$ cat src/rtl/nexys_starship_game_ctrl_pkg.sv
// -----------------------------------------------------------------------------
// nexys_starship_game_ctrl_pkg
// Shared definitions for the starship game controller and its sub-modules:
//   - one-hot game state encoding (INIT / PLAY / OVER)
//   - direction indices used for monster_sm / monster_ctrl / random bit order
//   - spawn LFSR tap mask and its single-step update function
// -----------------------------------------------------------------------------
package nexys_starship_game_ctrl_pkg;

    typedef enum logic [2:0] {
        ST_INIT = 3'b001,
        ST_PLAY = 3'b010,
        ST_OVER = 3'b100
    } state_t;

    localparam logic [1:0] DIR_TOP   = 2'd0;
    localparam logic [1:0] DIR_RIGHT = 2'd1;
    localparam logic [1:0] DIR_BTM   = 2'd2;
    localparam logic [1:0] DIR_LEFT  = 2'd3;

    localparam int NUM_DIR = 4;
    localparam int SCORE_W = 7;

    // x^16 + x^14 + x^13 + x^11, right-shifting Galois form
    localparam logic [15:0] LFSR_TAPS = 16'hB400;

    function automatic logic [15:0] lfsr_next(input logic [15:0] s);
        return {1'b0, s[15:1]} ^ (s[0] ? LFSR_TAPS : 16'h0000);
    endfunction

endpackage

$ cat src/rtl/nexys_starship_game_ctrl_if.sv
// -----------------------------------------------------------------------------
// nexys_starship_game_ctrl_if
// Bundles the game controller's player inputs, monster-SM feedback and the
// control/status outputs.
//   master : the environment (buttons, monster SMs, display) driving inputs
//   slave  : the game controller
// Signals:
//   start_btn, fire_btn  single-cycle debounced pulses
//   fire_dir[1:0]        shot direction (top, right, bottom, left)
//   monster_sm[3:0]      monster present per direction
//   sm_gameover[3:0]     gameover flags from the monster SMs
//   play_flag, gameover_ctrl, monster_ctrl[3:0], random[3:0], timer_clk,
//   score[6:0], q_Init, q_Play, q_Over   controller outputs
// -----------------------------------------------------------------------------
interface nexys_starship_game_ctrl_if;
    import nexys_starship_game_ctrl_pkg::*;

    logic               start_btn;
    logic               fire_btn;
    logic [1:0]         fire_dir;
    logic [NUM_DIR-1:0] monster_sm;
    logic [NUM_DIR-1:0] sm_gameover;
    logic               play_flag;
    logic               gameover_ctrl;
    logic [NUM_DIR-1:0] monster_ctrl;
    logic [NUM_DIR-1:0] random;
    logic               timer_clk;
    logic [SCORE_W-1:0] score;
    logic               q_Init;
    logic               q_Play;
    logic               q_Over;

    modport master (
        output start_btn, fire_btn, fire_dir, monster_sm, sm_gameover,
        input  play_flag, gameover_ctrl, monster_ctrl, random, timer_clk,
               score, q_Init, q_Play, q_Over
    );

    modport slave (
        input  start_btn, fire_btn, fire_dir, monster_sm, sm_gameover,
        output play_flag, gameover_ctrl, monster_ctrl, random, timer_clk,
               score, q_Init, q_Play, q_Over
    );

endinterface

$ cat src/rtl/starship_lfsr16.sv
// -----------------------------------------------------------------------------
// starship_lfsr16
// 16-bit Galois LFSR (taps from the shared package) used as the monster spawn
// randomness source. Starting from a nonzero SEED it never reaches zero.
// Ports:
//   i_clk    clock
//   i_rst    synchronous active-high reset, loads SEED
//   i_en     advance one step on this edge
//   o_state  current 16-bit LFSR state
// -----------------------------------------------------------------------------
module starship_lfsr16
    import nexys_starship_game_ctrl_pkg::*;
#(
    parameter logic [15:0] SEED = 16'hACE1
) (
    input  logic        i_clk,
    input  logic        i_rst,
    input  logic        i_en,
    output logic [15:0] o_state
);

    logic [15:0] r_state;

    always_ff @(posedge i_clk) begin
        if (i_rst) begin
            r_state <= SEED;
        end else if (i_en) begin
            r_state <= lfsr_next(r_state);
        end
    end

    assign o_state = r_state;

endmodule

$ cat src/rtl/nexys_starship_game_ctrl.sv
// -----------------------------------------------------------------------------
// nexys_starship_game_ctrl
// Game-level controller sitting upstream of the four monster state machines.
// Runs the INIT/PLAY/OVER game FSM, keeps a saturating hit score, clears shot
// monsters through monster_ctrl, supplies per-direction spawn enables from a
// free-running LFSR and produces the slow timer_clk square wave.
// Ports:
//   Clk     system clock
//   Reset   synchronous active-high reset
//   bus     nexys_starship_game_ctrl_if.slave (buttons, monster SM feedback,
//           play_flag, gameover_ctrl, monster_ctrl, random, timer_clk, score,
//           one-hot state q_Init/q_Play/q_Over)
// -----------------------------------------------------------------------------
module nexys_starship_game_ctrl
    import nexys_starship_game_ctrl_pkg::*;
#(
    parameter int          TIMER_DIV = 50_000_000,
    parameter logic [15:0] LFSR_SEED = 16'hACE1,
    parameter int          SCORE_MAX = 99
) (
    input  logic Clk,
    input  logic Reset,
    nexys_starship_game_ctrl_if.slave bus
);

    localparam int                 CNT_W     = (TIMER_DIV > 1) ? $clog2(TIMER_DIV) : 1;
    localparam logic [CNT_W-1:0]   CNT_LAST  = CNT_W'(TIMER_DIV - 1);
    localparam logic [SCORE_W-1:0] SCORE_SAT = SCORE_W'(SCORE_MAX);

    state_t             r_state;
    logic [SCORE_W-1:0] r_score;
    logic [CNT_W-1:0]   r_cnt;
    logic               r_timer_clk;

    logic [15:0]        w_lfsr;
    logic               w_lfsr_unused;
    logic               w_fire_ok;
    logic [NUM_DIR-1:0] w_hit;
    logic               w_gameover;
    logic               w_score_hit;

    starship_lfsr16 #(
        .SEED (LFSR_SEED)
    ) u_lfsr (
        .i_clk   (Clk),
        .i_rst   (Reset),
        .i_en    (1'b1),
        .o_state (w_lfsr)
    );

    // Only bit pairs {4i+1, 4i} feed the spawn enables
    assign w_lfsr_unused = ^{w_lfsr[15:14], w_lfsr[11:10], w_lfsr[7:6], w_lfsr[3:2]};

    assign w_fire_ok = bus.fire_btn & (r_state == ST_PLAY);

    assign w_hit[DIR_TOP]   = w_fire_ok & (bus.fire_dir == DIR_TOP);
    assign w_hit[DIR_RIGHT] = w_fire_ok & (bus.fire_dir == DIR_RIGHT);
    assign w_hit[DIR_BTM]   = w_fire_ok & (bus.fire_dir == DIR_BTM);
    assign w_hit[DIR_LEFT]  = w_fire_ok & (bus.fire_dir == DIR_LEFT);

    assign w_gameover = |bus.sm_gameover;

    // w_hit is one-hot at most, so this is hit[fire_dir] & monster_sm[fire_dir]
    assign w_score_hit = |(w_hit & bus.monster_sm);

    // Kept combinational: the monster SMs reload from monster_ctrl every edge,
    // so a register here would lose a monster spawned in the same cycle.
    assign bus.monster_ctrl = bus.monster_sm & ~w_hit;

    for (genvar i = 0; i < NUM_DIR; i++) begin : g_random
        assign bus.random[i] = w_lfsr[4*i] & w_lfsr[4*i+1];
    end

    // Game FSM and score; gameover takes priority over a same-cycle hit
    always_ff @(posedge Clk) begin
        if (Reset) begin
            r_state <= ST_INIT;
            r_score <= '0;
        end else begin
            case (r_state)
                ST_INIT: begin
                    if (bus.start_btn) begin
                        r_state <= ST_PLAY;
                        r_score <= '0;
                    end
                end
                ST_PLAY: begin
                    if (w_gameover) begin
                        r_state <= ST_OVER;
                    end else if (w_score_hit && (r_score < SCORE_SAT)) begin
                        r_score <= r_score + SCORE_W'(1);
                    end
                end
                ST_OVER: begin
                    if (bus.start_btn) begin
                        r_state <= ST_INIT;
                    end
                end
                default: r_state <= ST_INIT;
            endcase
        end
    end

    // Free-running half-period divider for timer_clk
    always_ff @(posedge Clk) begin
        if (Reset) begin
            r_cnt       <= '0;
            r_timer_clk <= 1'b0;
        end else if (r_cnt == CNT_LAST) begin
            r_cnt       <= '0;
            r_timer_clk <= ~r_timer_clk;
        end else begin
            r_cnt <= r_cnt + CNT_W'(1);
        end
    end

    assign bus.q_Init        = r_state[0];
    assign bus.q_Play        = r_state[1];
    assign bus.q_Over        = r_state[2];
    assign bus.play_flag     = r_state[1];
    assign bus.gameover_ctrl = r_state[2];
    assign bus.score         = r_score;
    assign bus.timer_clk     = r_timer_clk;

endmodule

$ cat src/flat_wrapper.sv
// flat-port wrapper written by rule: the top's interface ports become plain ports
module nexys_starship_game_ctrl_flat import nexys_starship_game_ctrl_pkg::*;
#(
    parameter int          TIMER_DIV = 50_000_000,
    parameter logic [15:0] LFSR_SEED = 16'hACE1,
    parameter int          SCORE_MAX = 99
)
  (Clk, Reset, bus_start_btn, bus_fire_btn, bus_fire_dir, bus_monster_sm, bus_sm_gameover, bus_play_flag, bus_gameover_ctrl, bus_monster_ctrl, bus_random, bus_timer_clk, bus_score, bus_q_Init, bus_q_Play, bus_q_Over);
  nexys_starship_game_ctrl_if bus_i ();
  input  logic Clk;
  input  logic Reset;
  input wire logic [$bits(bus_i.start_btn)-1:0] bus_start_btn;
  input wire logic [$bits(bus_i.fire_btn)-1:0] bus_fire_btn;
  input wire logic [$bits(bus_i.fire_dir)-1:0] bus_fire_dir;
  input wire logic [$bits(bus_i.monster_sm)-1:0] bus_monster_sm;
  input wire logic [$bits(bus_i.sm_gameover)-1:0] bus_sm_gameover;
  output wire logic [$bits(bus_i.play_flag)-1:0] bus_play_flag;
  output wire logic [$bits(bus_i.gameover_ctrl)-1:0] bus_gameover_ctrl;
  output wire logic [$bits(bus_i.monster_ctrl)-1:0] bus_monster_ctrl;
  output wire logic [$bits(bus_i.random)-1:0] bus_random;
  output wire logic [$bits(bus_i.timer_clk)-1:0] bus_timer_clk;
  output wire logic [$bits(bus_i.score)-1:0] bus_score;
  output wire logic [$bits(bus_i.q_Init)-1:0] bus_q_Init;
  output wire logic [$bits(bus_i.q_Play)-1:0] bus_q_Play;
  output wire logic [$bits(bus_i.q_Over)-1:0] bus_q_Over;
  assign bus_i.start_btn = bus_start_btn;
  assign bus_i.fire_btn = bus_fire_btn;
  assign bus_i.fire_dir = bus_fire_dir;
  assign bus_i.monster_sm = bus_monster_sm;
  assign bus_i.sm_gameover = bus_sm_gameover;
  assign bus_play_flag = bus_i.play_flag;
  assign bus_gameover_ctrl = bus_i.gameover_ctrl;
  assign bus_monster_ctrl = bus_i.monster_ctrl;
  assign bus_random = bus_i.random;
  assign bus_timer_clk = bus_i.timer_clk;
  assign bus_score = bus_i.score;
  assign bus_q_Init = bus_i.q_Init;
  assign bus_q_Play = bus_i.q_Play;
  assign bus_q_Over = bus_i.q_Over;
  nexys_starship_game_ctrl #(.TIMER_DIV(TIMER_DIV), .LFSR_SEED(LFSR_SEED), .SCORE_MAX(SCORE_MAX)) u_core (.Clk(Clk), .Reset(Reset), .bus(bus_i));
endmodule
$ cat config.mk
export PLATFORM = sky130hd
export DESIGN_NAME = nexys_starship_game_ctrl_flat
export DESIGN_NICKNAME = d
export VERILOG_FILES = /design/src/rtl/nexys_starship_game_ctrl_pkg.sv /design/src/rtl/nexys_starship_game_ctrl_if.sv /design/src/rtl/starship_lfsr16.sv /design/src/rtl/nexys_starship_game_ctrl.sv /design/src/flat_wrapper.sv
export SDC_FILE = /design/constraint.sdc
export NUM_CORES = 1
export LEC_CHECK = 0
export ABC_CLOCK_PERIOD_IN_PS = 5300
export CAP_MARGIN = 20
export CORE_ASPECT_RATIO = 1.75
export CORE_MARGIN = 2
export CORE_UTILIZATION = 50
export DETAILED_ROUTE_END_ITERATION = 6
export HOLD_SLACK_MARGIN = 0.05
export PLACE_DENSITY = 0.75
export SYNTH_ARGS = -nofsm -noshare
export SYNTH_HDL_FRONTEND = slang
export SYNTH_SLANG_ARGS = --single-unit
$ cat constraint.sdc
create_clock -name Clk -period 5.3 [get_ports Clk]
set_input_delay 0.53 -clock Clk [delete_from_list [all_inputs] [get_ports Clk]]
set_output_delay 0.53 -clock Clk [all_outputs]
set_load 0.005 [all_outputs]
# After elaboration in Yosys (flattened, before gate mapping)
# Cells that the tools add are included.
dict set report word_totals {
  regBits 53
  inputBits 14
}
dict set report op_classes {
  n_lt_le_gt_ge 1
  muxes 9
  addsub 2
  n_bitwise 14
  n_reduce_logical 8
  n_eq_ne 12
}
# operator count
set op_table {}
lappend op_table {{$add 26x1->26 const B} 1}
lappend op_table {{$eq 26x26->1 const B} 1}
lappend op_table {{$mux 7} 3}
lappend op_table {{$mux 16} 1}
lappend op_table {{$xor 15x16->16} 1}
lappend op_table {{$pmux 7 s2} 1}
lappend op_table {{$and 1x1->1} 9}
lappend op_table {{$mux 3} 3}
lappend op_table {{$pmux 3 s3} 1}
lappend op_table {{$and 4x4->4} 2}
lappend op_table {{$ne 2x2->1 const B} 4}
lappend op_table {{$reduce_or 4->1} 2}
lappend op_table {{$add 7x1->7 const B} 1}
lappend op_table {{$lt 7x7->1 const B} 1}
lappend op_table {{$eq 2x2->1 const B} 2}
lappend op_table {{$not 4->4} 1}
lappend op_table {{$reduce_and 4->1} 1}
lappend op_table {{$eq 3x1->1 const B} 1}
lappend op_table {{$eq 3x2->1 const B} 1}
lappend op_table {{$eq 3x3->1 const B} 1}
lappend op_table {{$reduce_and 3->1} 1}
lappend op_table {{$eq 2x1->1 const B} 1}
lappend op_table {{$logic_not 2->1} 1}
lappend op_table {{$ne 2x1->1 const B} 1}
lappend op_table {{other kinds (4)} 4}

# Longest topological paths before layout
# Gate-level depths: netlist (run 1).
dict set report depth {
  word_depth 9
  ltp_mapped 6
}

# Hierarchy
# Synthesis (run 1) repeated with hierarchy kept, for this count alone.
dict set report hier_totals {
  cells_unflattened 283
  area_unflattened_um2 2617.5
}
# module area_each_um2 instances cells_per_inst
set by_module_without_submodules {}
lappend by_module_without_submodules {nexys_starship_game_ctrl 1988.2 1 227}
lappend by_module_without_submodules {starship_lfsr16 629.4 1 56}

# Worst setup path after synthesis (run 1)
# No wires, ideal clock.
dict set report synth_timing {
  path_kind {input -> register}
  start {input bus_sm_gameover[1]}
  end {register u_core.r_score[2] (netlist: u_core.bus.score[2])}
  required_ns 5.178
  arrival_time_ns 1.761
  path_buffers 0
  setup_slack_ns 3.417
  stages 4
  setup_time_ns 0.122
  cell_sequence {nor4_1 nand2_1 o221a_2 a221o_1}
}
dict set report synth_via {
  elab_chain_len 3
}
# element line_no
set synth_rtl {}
lappend synth_rtl {{start, declared} flat_wrapper.sv:16} ;# input wire logic [$bits(bus_i.sm_gameover)-1:0] bus_sm_gameover;
lappend synth_rtl {{$reduce_or 4->1} nexys_starship_game_ctrl.sv:61} ;# assign w_gameover = |bus.sm_gameover;
lappend synth_rtl {{$ne 2x2->1 (no source line)} --}
lappend synth_rtl {{$reduce_and 4->1 (no source line)} --}
lappend synth_rtl {{end signal, assigned} nexys_starship_game_ctrl.sv:91} ;# r_score <= r_score + SCORE_W'(1);
lappend synth_rtl {{end, declared} nexys_starship_game_ctrl.sv:31} ;# logic [SCORE_W-1:0] r_score;
# No other way between the ends.
# A chain may end at the register's enable or synchronous reset.

# Final worst setup path (run 1)
dict set report layout_timing {
  start {input bus_fire_btn}
  end {output bus_monster_ctrl[2]}
}
dict set report layout_via {
  elab_chain_len 4
}
# element line_no
set layout_rtl {}
lappend layout_rtl {{start, declared} flat_wrapper.sv:13} ;# input wire logic [$bits(bus_i.fire_btn)-1:0] bus_fire_btn;
lappend layout_rtl {{$and 1x1->1} nexys_starship_game_ctrl.sv:54} ;# assign w_fire_ok = bus.fire_btn & (r_state == ST_PLAY);
lappend layout_rtl {{$and 1x1->1} nexys_starship_game_ctrl.sv:58} ;# assign w_hit[DIR_BTM] = w_fire_ok & (bus.fire_dir == DIR_BTM);
lappend layout_rtl {{$not 4->4} nexys_starship_game_ctrl.sv:68} ;# assign bus.monster_ctrl = bus.monster_sm & ~w_hit;
lappend layout_rtl {{$and 4x4->4} nexys_starship_game_ctrl.sv:68}
lappend layout_rtl {{end, declared} flat_wrapper.sv:19} ;# output wire logic [$bits(bus_i.monster_ctrl)-1:0] bus_monster_ctrl;
# No other way between the ends.

==> flow_summary.ini, run 1 <==
[worst_setup_path]
cp-start-kind = primary input
slowest_stage = clkdlybuf4s50_1
reg2reg_from = u_core.r_cnt[0]$_SDFF_PP0_
cp_data_arrival_time_ns = 2.09
cp.required_ns = 4.77
crit_type = in -> out
r2r_cells = 5
slowest_delay_ns = 0.53
path_delay_family = buffers and inverters
crit_fanout = 5
cpMostUsedCell = clkdlybuf4s50_1
crit_chain = clkdlybuf4s50_1, and4bb_2, nor2b_1, a21boi_0, clkdlybuf4s50_1
timing.rr.end = u_core.r_cnt[20]$_SDFF_PP0_
cp-end-kind = output pin
critPathBufInv = 2
r2r_slack_ns = 3.09

[yosys]
syn-cell-area_um2 = 2310
synthCells = 253
synthArstFlopShare = 0
synth_ff_type = dfxtp_1
yosysUniqueCellTypes = 47
synth.yosys.seq_area_share = 0.459
ys_warn_count = 0
synth-edff-count = 0
synth_fp_nets = 269
yosys_register_bits = 53
syn_area_per_cell_um2 = 9.14

[routing]
routed-via-count = 1963
routed_wl_mm = 4.79
drc = 0
ant_nets = 0
drt_first_pass_iters = 4
avgViaCountPerCell = 5.81
drt_iter0_markers = 62
drt-wirelength-per-cell_um = 14.2

[global_routing]
grt_pass1_wl_mm = 8.27
grt_remaining_overflow = 0
grt_pass1_vias = 1844
grt_max_degree = 26
grt_antenna_before_repair = 0
globalRouteTotalUtil = 0.200

[sta]
max_slew_margin = 0.501
hold_viol_final = 0
timing.hold.ws_ns = 0.423
final.setup.tns_ns = 0
finalSetupViolCount = 0
fmax_ghz = 0.382
fin_crit_sh = 0.494
finalWorstSetupSlack_ns = 2.68
finalCriticalPeriod_ns = 2.62
tightest_slew_ns = 0.741
final_max_slew_viol_count = 0
grt_setup_unrepaired = false
clock_skew_ns = 0.0115

[hold_path]
hold_class = reg -> reg
holdCritStartpoint = u_core.u_lfsr.o_state[6]$_SDFF_PP1_
hold_path_end = u_core.u_lfsr.o_state[5]$_SDFF_PP1_
whs_path_depth = 1

[place]
gp_congestion = 0.742
hpwl_mm = 3.51
place_ws_ns = 2.35
port-buffer-count = 34
dp.cells = 329

[pwr]
pwr_density_cell_nw_per_um2 = 255
ir_drop_mv = 0.249
p_leak_uw = 0.000973

[clock_tree]
cts_sinks = 53
cts_resized = 0
cts_root_buf = clkbuf_8
cts-htree-levels = 2
cts_buffer_depth = 2
cts_buffers = 5
tritoncts = yes
clk_pin_slew_ns = 0.10
cts_post_setup_buffers_inserted = 0
insertion_delay_ns = 0.32
cts_hold_buffers = 0

[die]
num_rows = 32
die_w_um = 55.4
dieArea_um2 = 5210
die_h_um = 94.0
coreArea_um2 = 4440
io-pin-count = 35
initial_utilization = 0.521

[cells_and_area]
n_antenna_cell = 0
fillers = 397
fin_util = 0.624
layout.cells.non_filler = 338
drive_gt1_frac = 0.0906
syn_to_final_growth_pct = 19.8
fin_nets = 302

[job]
max_cap_viol_count = 0

[outcome]
outcome = finished, final reports clean
-- cell usage after synthesis (all sizes together) (3+ instances only) --
cell	count	area, um^2
a21oi	14	70.1
a221o	3	30.0
and2	4	25.0
and3	4	25.0
and4	3	26.3
buf	6	41.3
clkbuf	4	15.0
dfxtp	53	1060
inv	9	33.8
nand2	16	60.1
nand3	14	70.1
nand4	7	50.1
nor2	20	75.1
nor2b	10	62.6
nor4	3	18.8
nor4b	3	26.3
o21ai	8	40.0
o31ai	8	60.1
or2	8	50.1
or3	7	43.8
or4	9	71.3
xnor2	8	70.1
xor2	6	52.6
-- worst reg2reg max path, delay by kind of cell (launching register included) --
kind,cells,cell delay [ns]
DFF,1,0.39
AOI/OAI and AO/OA,1,0.15
adders and majority gates,1,0.32
and+or+nand+nor,2,1.21
buffers and inverters,1,0.08
-- power breakdown --
part | internal (uW) | total (uW) | switching [uW]
combinational | 32.6 | 55.7 | 23.1
clock | 95.5 | 234 | 138
sequential | 410 | 418 | 8.58
-- cell families after synthesis --
family	after synthesis	share of synthesized area
DFF	53	0.459
adders and majority gates	2	0.0108
buffers and inverters	19	0.0389
and+or+nand+nor	116	0.288
AOI/OAI and AO/OA	46	0.131
muxes	3	0.0189
xor gates and xnor gates	14	0.0530
-- per-layer routing --
metal	track usage	share of wire	vias to the layer above
li1	-	-	989
met4	0.102	0.021	0
met5	0	0	-
met2	0.372	0.55	41
met1	0.209	0.39	924
met3	0.0399	0.034	9
-- layout make-up --
| class | count | area (um^2) | share of cell area |
|---|---|---|---|
| timing repair buffer | 36 | 353 | 0.127 |
| inverter | 9 | 33.8 | 0.0122 |
| tap | 51 | 63.8 | 0.0230 |
| sequential | 53 | 1060 | 0.383 |
| clock buffer | 5 | 68.8 | 0.0248 |
| clock inverter | 3 | 25.0 | 0.00903 |
| multi-input combinational | 181 | 1170 | 0.421 |
-- per-stage QoR --
step                      total power [uW]  area (um^2)
final                                  708         2770
after floorplan                        455         2310
after global placement                 483         2670
after CTS                              718         2770
after detailed placement               484         2670
after global routing                   741         2770
-- state kept, by name, indices dropped and copies added, names as in the netlist --
signal	cells
u_core.u_lfsr.o_state	16
u_core.bus.timer_clk	1
u_core.r_state	3
u_core.bus.score	7
u_core.r_cnt	26
-- how the worst max path moves through the flow --
stage | startpoint | to | slack [ns] | cells after the start
detailed placement | Reset | u_core.bus.score[2]$_SDFFE_PP0P_ | 2.35 | 5
global placement | Reset | u_core.bus.score[0]$_SDFFE_PP0P_ | 2.40 | 5
CTS | bus_fire_btn | bus_monster_ctrl[2] | 2.65 | 5
floorplan | bus_sm_gameover[1] | u_core.bus.score[2]$_SDFFE_PP0P_ | 3.42 | 4
finish | bus_fire_btn | bus_monster_ctrl[2] | 2.68 | 5
global route | u_core.r_state[2]$_SDFFE_PP0P_ | bus_monster_ctrl[2] | 2.56 | 4
-- placed cells by master, fill, tap and decap left out, types with 7 or more instances in the layout --
cell type and instances:
nand3_1 14, o31ai_1 7, nor2b_1 10, clkdlybuf4s50_1 34, or2_2 8, xnor2_1 8
nand2_1 16, or4_1 8, o21ai_0 8, or3_1 7, nor2_1 20, dfxtp_1 53
a21oi_1 14, inv_1 9
Power figures use the tool's default switching activity.
==> inputs of run 2 (changes only) <==
Settings changed: ABC_CLOCK_PERIOD_IN_PS 5300 to 2400, CORE_UTILIZATION 50 to 48.
Clock period 5.3 ns to 2.4 ns, I/O delays scaled along.
==> run 2 against run 1 <==
Flip-flop and latch count unchanged; global-route usage down 2.1 points; combinational power up 120%.
==> flow_summary.ini, run 2 (same netlist as run 1, synthesis figures left out) <==
[pwr]
ir_drop_mv = 0.413
finalPower_uw = 1580
p_leak_uw = 0.00100
pwr_density_cell_nw_per_um2 = 564

[sta]
clock_skew_ns = 0.00654
grt_setup_unrepaired = false
final.setup.tns_ns = 0
fmax_ghz = 0.463
finalWorstSetupSlack_ns = 0.242
final_max_slew_viol_count = 0
timing.hold.ws_ns = 0.421
finalSetupViolCount = 0
finalCriticalPeriod_ns = 2.16
hold_viol_final = 0
max_slew_margin = 0.670
fin_crit_sh = 0.899
tightest_slew_ns = 0.482

[place]
port-buffer-count = 34
hpwl_mm = 3.38
dp.cells = 335
place_ws_ns = 0.235
gp_congestion = 0.805

[clock_tree]
clk_pin_slew_ns = 0.10
cts_buffers = 5
insertion_delay_ns = 0.31
cts_post_setup_buffers_inserted = 0
cts_resized = 0
cts_root_buf = clkbuf_8
cts-htree-levels = 2
cts_hold_buffers = 0
cts_buffer_depth = 2
tritoncts = yes
cts_sinks = 53

[die]
num_rows = 33
initial_utilization = 0.496
dieArea_um2 = 5410
die_h_um = 95.8
io-pin-count = 35
die_w_um = 56.5
coreArea_um2 = 4670

[cells_and_area]
fillers = 430
regMostFlops = u_core.r_cnt
multiInputGateArea_um2 = 1170
ff_latch_area_um2 = 1060
largest_register_ffs = 26
final_cell_mix = dfxtp_1 (53), clkdlybuf4s50_1 (34), nor2_1 (20), nand2_1 (16)
layout_commonest_cell = dfxtp_1
drive_gt1_frac = 0.103
syn_to_final_growth_pct = 21.5
n_antenna_cell = 0
fin_nets = 306
layout.cells.non_filler = 343

[job]
max_cap_viol_count = 0

[routing]
avgViaCountPerCell = 5.71
drt_iter0_markers = 46
drt_first_pass_iters = 4
ant_nets = 0
routed-via-count = 1957
drc = 0
routed_wl_mm = 4.67
drt-wirelength-per-cell_um = 13.6

[worst_setup_path]
r2r_cells = 4
crit_type = reg -> out
cp-end-kind = output pin
cp.required_ns = 2.16
cp_data_arrival_time_ns = 1.92
cp-start-kind = flip-flop
r2r_slack_ns = 0.32
crit_fanout = 7

[global_routing]
grt_pass1_wl_mm = 7.81
grt_antenna_before_repair = 0
grt_remaining_overflow = 0
grt_max_degree = 26
grt_pass1_vias = 1821
globalRouteTotalUtil = 0.179

[hold_path]
whs_path_depth = 1
hold_class = reg -> reg

[outcome]
outcome = finished, final reports clean
==> run 2: through the flow <==
step	util	area [um^2]
finish	0.602	2810
global route	0.602	2810
CTS	0.602	2810
detailed placement	0.581	2710
global placement	0.581	2710
floorplan	-	2310
==> run 2: critical path, stage by stage, from the launching register on <==
cell and delay [ns]:
dfxtp_1 0.45, and4bb_2 0.31, nor2b_1 0.15, a21boi_0 0.17
clkdlybuf4s50_1 0.53
==> run 2: area by class of cell <==
class,count,share of cell area
repair buffers,40,0.137
well taps,52,0.0232
flip-flops and latches,53,0.378
clock buffers,5,0.0245
multi-input cells,181,0.415
inverters,9,0.0120
clock inverters,3,0.0102
==> run 2: path summary, 6_finish.rpt <==
check                                                         start                             endpoint
worst min-delay path            u_core.u_lfsr.o_state[6]$_SDFF_PP1_  u_core.u_lfsr.o_state[5]$_SDFF_PP1_
worst max-delay path                 u_core.r_state[0]$_SDFFE_PP1P_                  bus_monster_ctrl[0]
worst min register to register  u_core.u_lfsr.o_state[6]$_SDFF_PP1_  u_core.u_lfsr.o_state[5]$_SDFF_PP1_
worst max register to register           u_core.r_cnt[2]$_SDFF_PP0_          u_core.r_cnt[22]$_SDFF_PP0_
==> run 2: where the power goes <==
| part | switching, uW | internal, uW |
|---|---|---|
| Clock | 318 | 219 |
| Sequential | 17.8 | 904 |
| Combinational | 50.4 | 74.7 |
| Total | 386 | 1200 |
==> run 2: per-layer routing <==
layer	routed length [um]	part of all wire	global-route usage	up-vias
met4	103	0.022	0.0873	0
met5	0	0	0	-
met1	1860	0.40	0.190	912
li1	-	-	-	991
met2	2540	0.54	0.333	44
met3	157	0.034	0.0349	10
==> inputs of run 3 (changes only) <==
Settings changed: ABC_CLOCK_PERIOD_IN_PS 2400 to 2100, CORE_UTILIZATION 48 to 50.
Clock period 2.4 ns to 2.1 ns, I/O delays scaled along.
==> run 3 against run 2 <==
Setup slack got worse by 0.12 ns; via count increased by 2.7%; non-clock buffer count increased by 12; critical path depth unchanged; cell area increased by 3.1%; critical endpoint is now u_core.r_cnt[20]$_SDFF_PP0_.
==> flow_summary.ini, run 3 (same netlist as run 1, synthesis figures left out) <==
[die]
die_h_um = 94.0
io-pin-count = 35
die_w_um = 55.4
dieArea_um2 = 5210
initial_utilization = 0.521
num_rows = 32
coreArea_um2 = 4440

[job]
max_cap_viol_count = 0

[global_routing]
grt_max_degree = 26
grt_antenna_before_repair = 0
grt_remaining_overflow = 0
grt_pass1_wl_mm = 8.05
grt_pass1_vias = 1922
globalRouteTotalUtil = 0.189

[worst_setup_path]
cp-start-kind = flip-flop
crit_fanout = 11
crit_type = reg -> reg
cp_data_arrival_time_ns = 2.22
r2r_slack_ns = 0.12
timing.rr.end = u_core.r_cnt[20]$_SDFF_PP0_
cp-end-kind = flip-flop
cp.required_ns = 2.34
r2r_cells = 4
reg2reg_from = u_core.r_cnt[4]$_SDFF_PP0_

[routing]
ant_nets = 0
drc = 0
drt-wirelength-per-cell_um = 13.2
drt_first_pass_iters = 4
routed-via-count = 2009
routed_wl_mm = 4.66
drt_iter0_markers = 69
avgViaCountPerCell = 5.68

[sta]
clock_skew_ns = 0.0114
grt_setup_unrepaired = false
max_slew_margin = 0.730
finalSetupViolCount = 0
fmax_ghz = 0.505
fin_crit_sh = 0.943
final_max_slew_viol_count = 0
tightest_slew_ns = 0.401
finalCriticalPeriod_ns = 1.98
hold_viol_final = 0
final.setup.tns_ns = 0

[outcome]
outcome = finished, final reports clean

[clock_tree]
cts_buffer_depth = 2
cts-htree-levels = 2
insertion_delay_ns = 0.31
cts_sinks = 53
cts_root_buf = clkbuf_8
tritoncts = yes
cts_buffers = 5
clk_pin_slew_ns = 0.10
cts_hold_buffers = 0

[pwr]
pwr_density_cell_nw_per_um2 = 622
ir_drop_mv = 0.565
finalPower_uw = 1800
p_leak_uw = 0.00105

[cells_and_area]
drive_gt1_frac = 0.142
n_antenna_cell = 0
final_cell_mix = dfxtp_1 (52), clkdlybuf4s50_1 (34), nor2_1 (20), buf_4 (18), nand2_1 (16)
layout.cells.non_filler = 354
layout_commonest_cell = dfxtp_1
syn_to_final_growth_pct = 25.3
largest_register_ffs = 26
fin_util = 0.652
regMostFlops = u_core.r_cnt
fin_nets = 318

[place]
port-buffer-count = 34
gp_congestion = 0.792
hpwl_mm = 3.40
dp.cells = 346

[hold_path]
whs_path_depth = 1
holdCritStartpoint = u_core.u_lfsr.o_state[7]$_SDFF_PP1_
hold_class = reg -> reg
hold_path_end = u_core.u_lfsr.o_state[6]$_SDFF_PP1_
==> run 3: cell count changes in the layout (fill, tap and decap cells not counted), sizes merged <==
cell and change:
inv -1, buf +12, clkinv -1, clkinvlp +2
==> run 3: how the worst max path moves through the flow <==
stage | start | end | slack [ns] | cells past startpoint
2_1_floorplan | u_core.r_cnt[0]$_SDFF_PP0_ | u_core.r_cnt[14]$_SDFF_PP0_ | 0.22 | 6
3_3_place_gp | bus_fire_dir[0] | u_core.bus.score[2]$_SDFFE_PP0P_ | 0.10 | 5
3_5_place_dp | bus_fire_dir[0] | u_core.bus.score[2]$_SDFFE_PP0P_ | 0.07 | 5
4_1_cts | u_core.r_state[1]$_SDFFE_PP0P_ | bus_monster_ctrl[2] | 0.04 | 4
5_1_grt | u_core.r_cnt[4]$_SDFF_PP0_ | u_core.r_cnt[21]$_SDFF_PP0_ | 0.03 | 4
6_report | u_core.r_cnt[4]$_SDFF_PP0_ | u_core.r_cnt[20]$_SDFF_PP0_ | 0.12 | 4
==> run 3: power by group <==
part | leakage [uW] | switching (uW) | internal [uW]
clock network | 0.0000423 | 350 | 243
logic | 0.000578 | 64.8 | 94.1
registers | 0.000433 | 16.2 | 1030
total | 0.00105 | 431 | 1370
==> run 3: area by class of cell <==
type | instances | area (um^2)
clock buffers | 5 | 68.8
fillers | 396 | 1550
clock inverters | 3 | 26.3
well taps | 51 | 63.8
repair buffers | 52 | 475
flip-flops and latches | 53 | 1060
inverters | 9 | 33.8
multi-input cells | 181 | 1170
==> run 3: repair_timing <==
item                       CTS  global route
resized for setup            0             3
setup endpoints to repair    0             2
buffers inserted             0             0
==> run 3: worst max-delay path, cell delays in order, from the launching register on <==
cell     delay, ns
dfxtp_1       0.41
nand4_2       0.18
or4_1         0.72
or4_1         0.45
a21oi_1       0.15
==> run 3: per-layer routing <==
| metal | global-route usage | wire, um | vias to the layer above |
|---|---|---|---|
| li1 | - | - | 1011 |
| met1 | 0.193 | 1930 | 953 |
| met3 | 0.0358 | 175 | 2 |
| met4 | 0.0793 | 39 | 0 |
| met5 | 0 | 0 | - |
| met2 | 0.367 | 2520 | 43 |
==> run 3: metrics by stage <==
| step | area, um^2 | hold slack (ns) | setup WS [ns] |
|---|---|---|---|
| 2_1_floorplan | 2310 | 0.348 | 0.220 |
| 6_report | 2900 | 0.420 | 0.120 |
| 5_1_grt | 2900 | 0.444 | 0.0277 |
| 4_1_cts | 2900 | 0.422 | 0.0353 |
| 3_3_place_gp | 2800 | 0.395 | 0.102 |
| 3_5_place_dp | 2800 | 0.396 | 0.0702 |
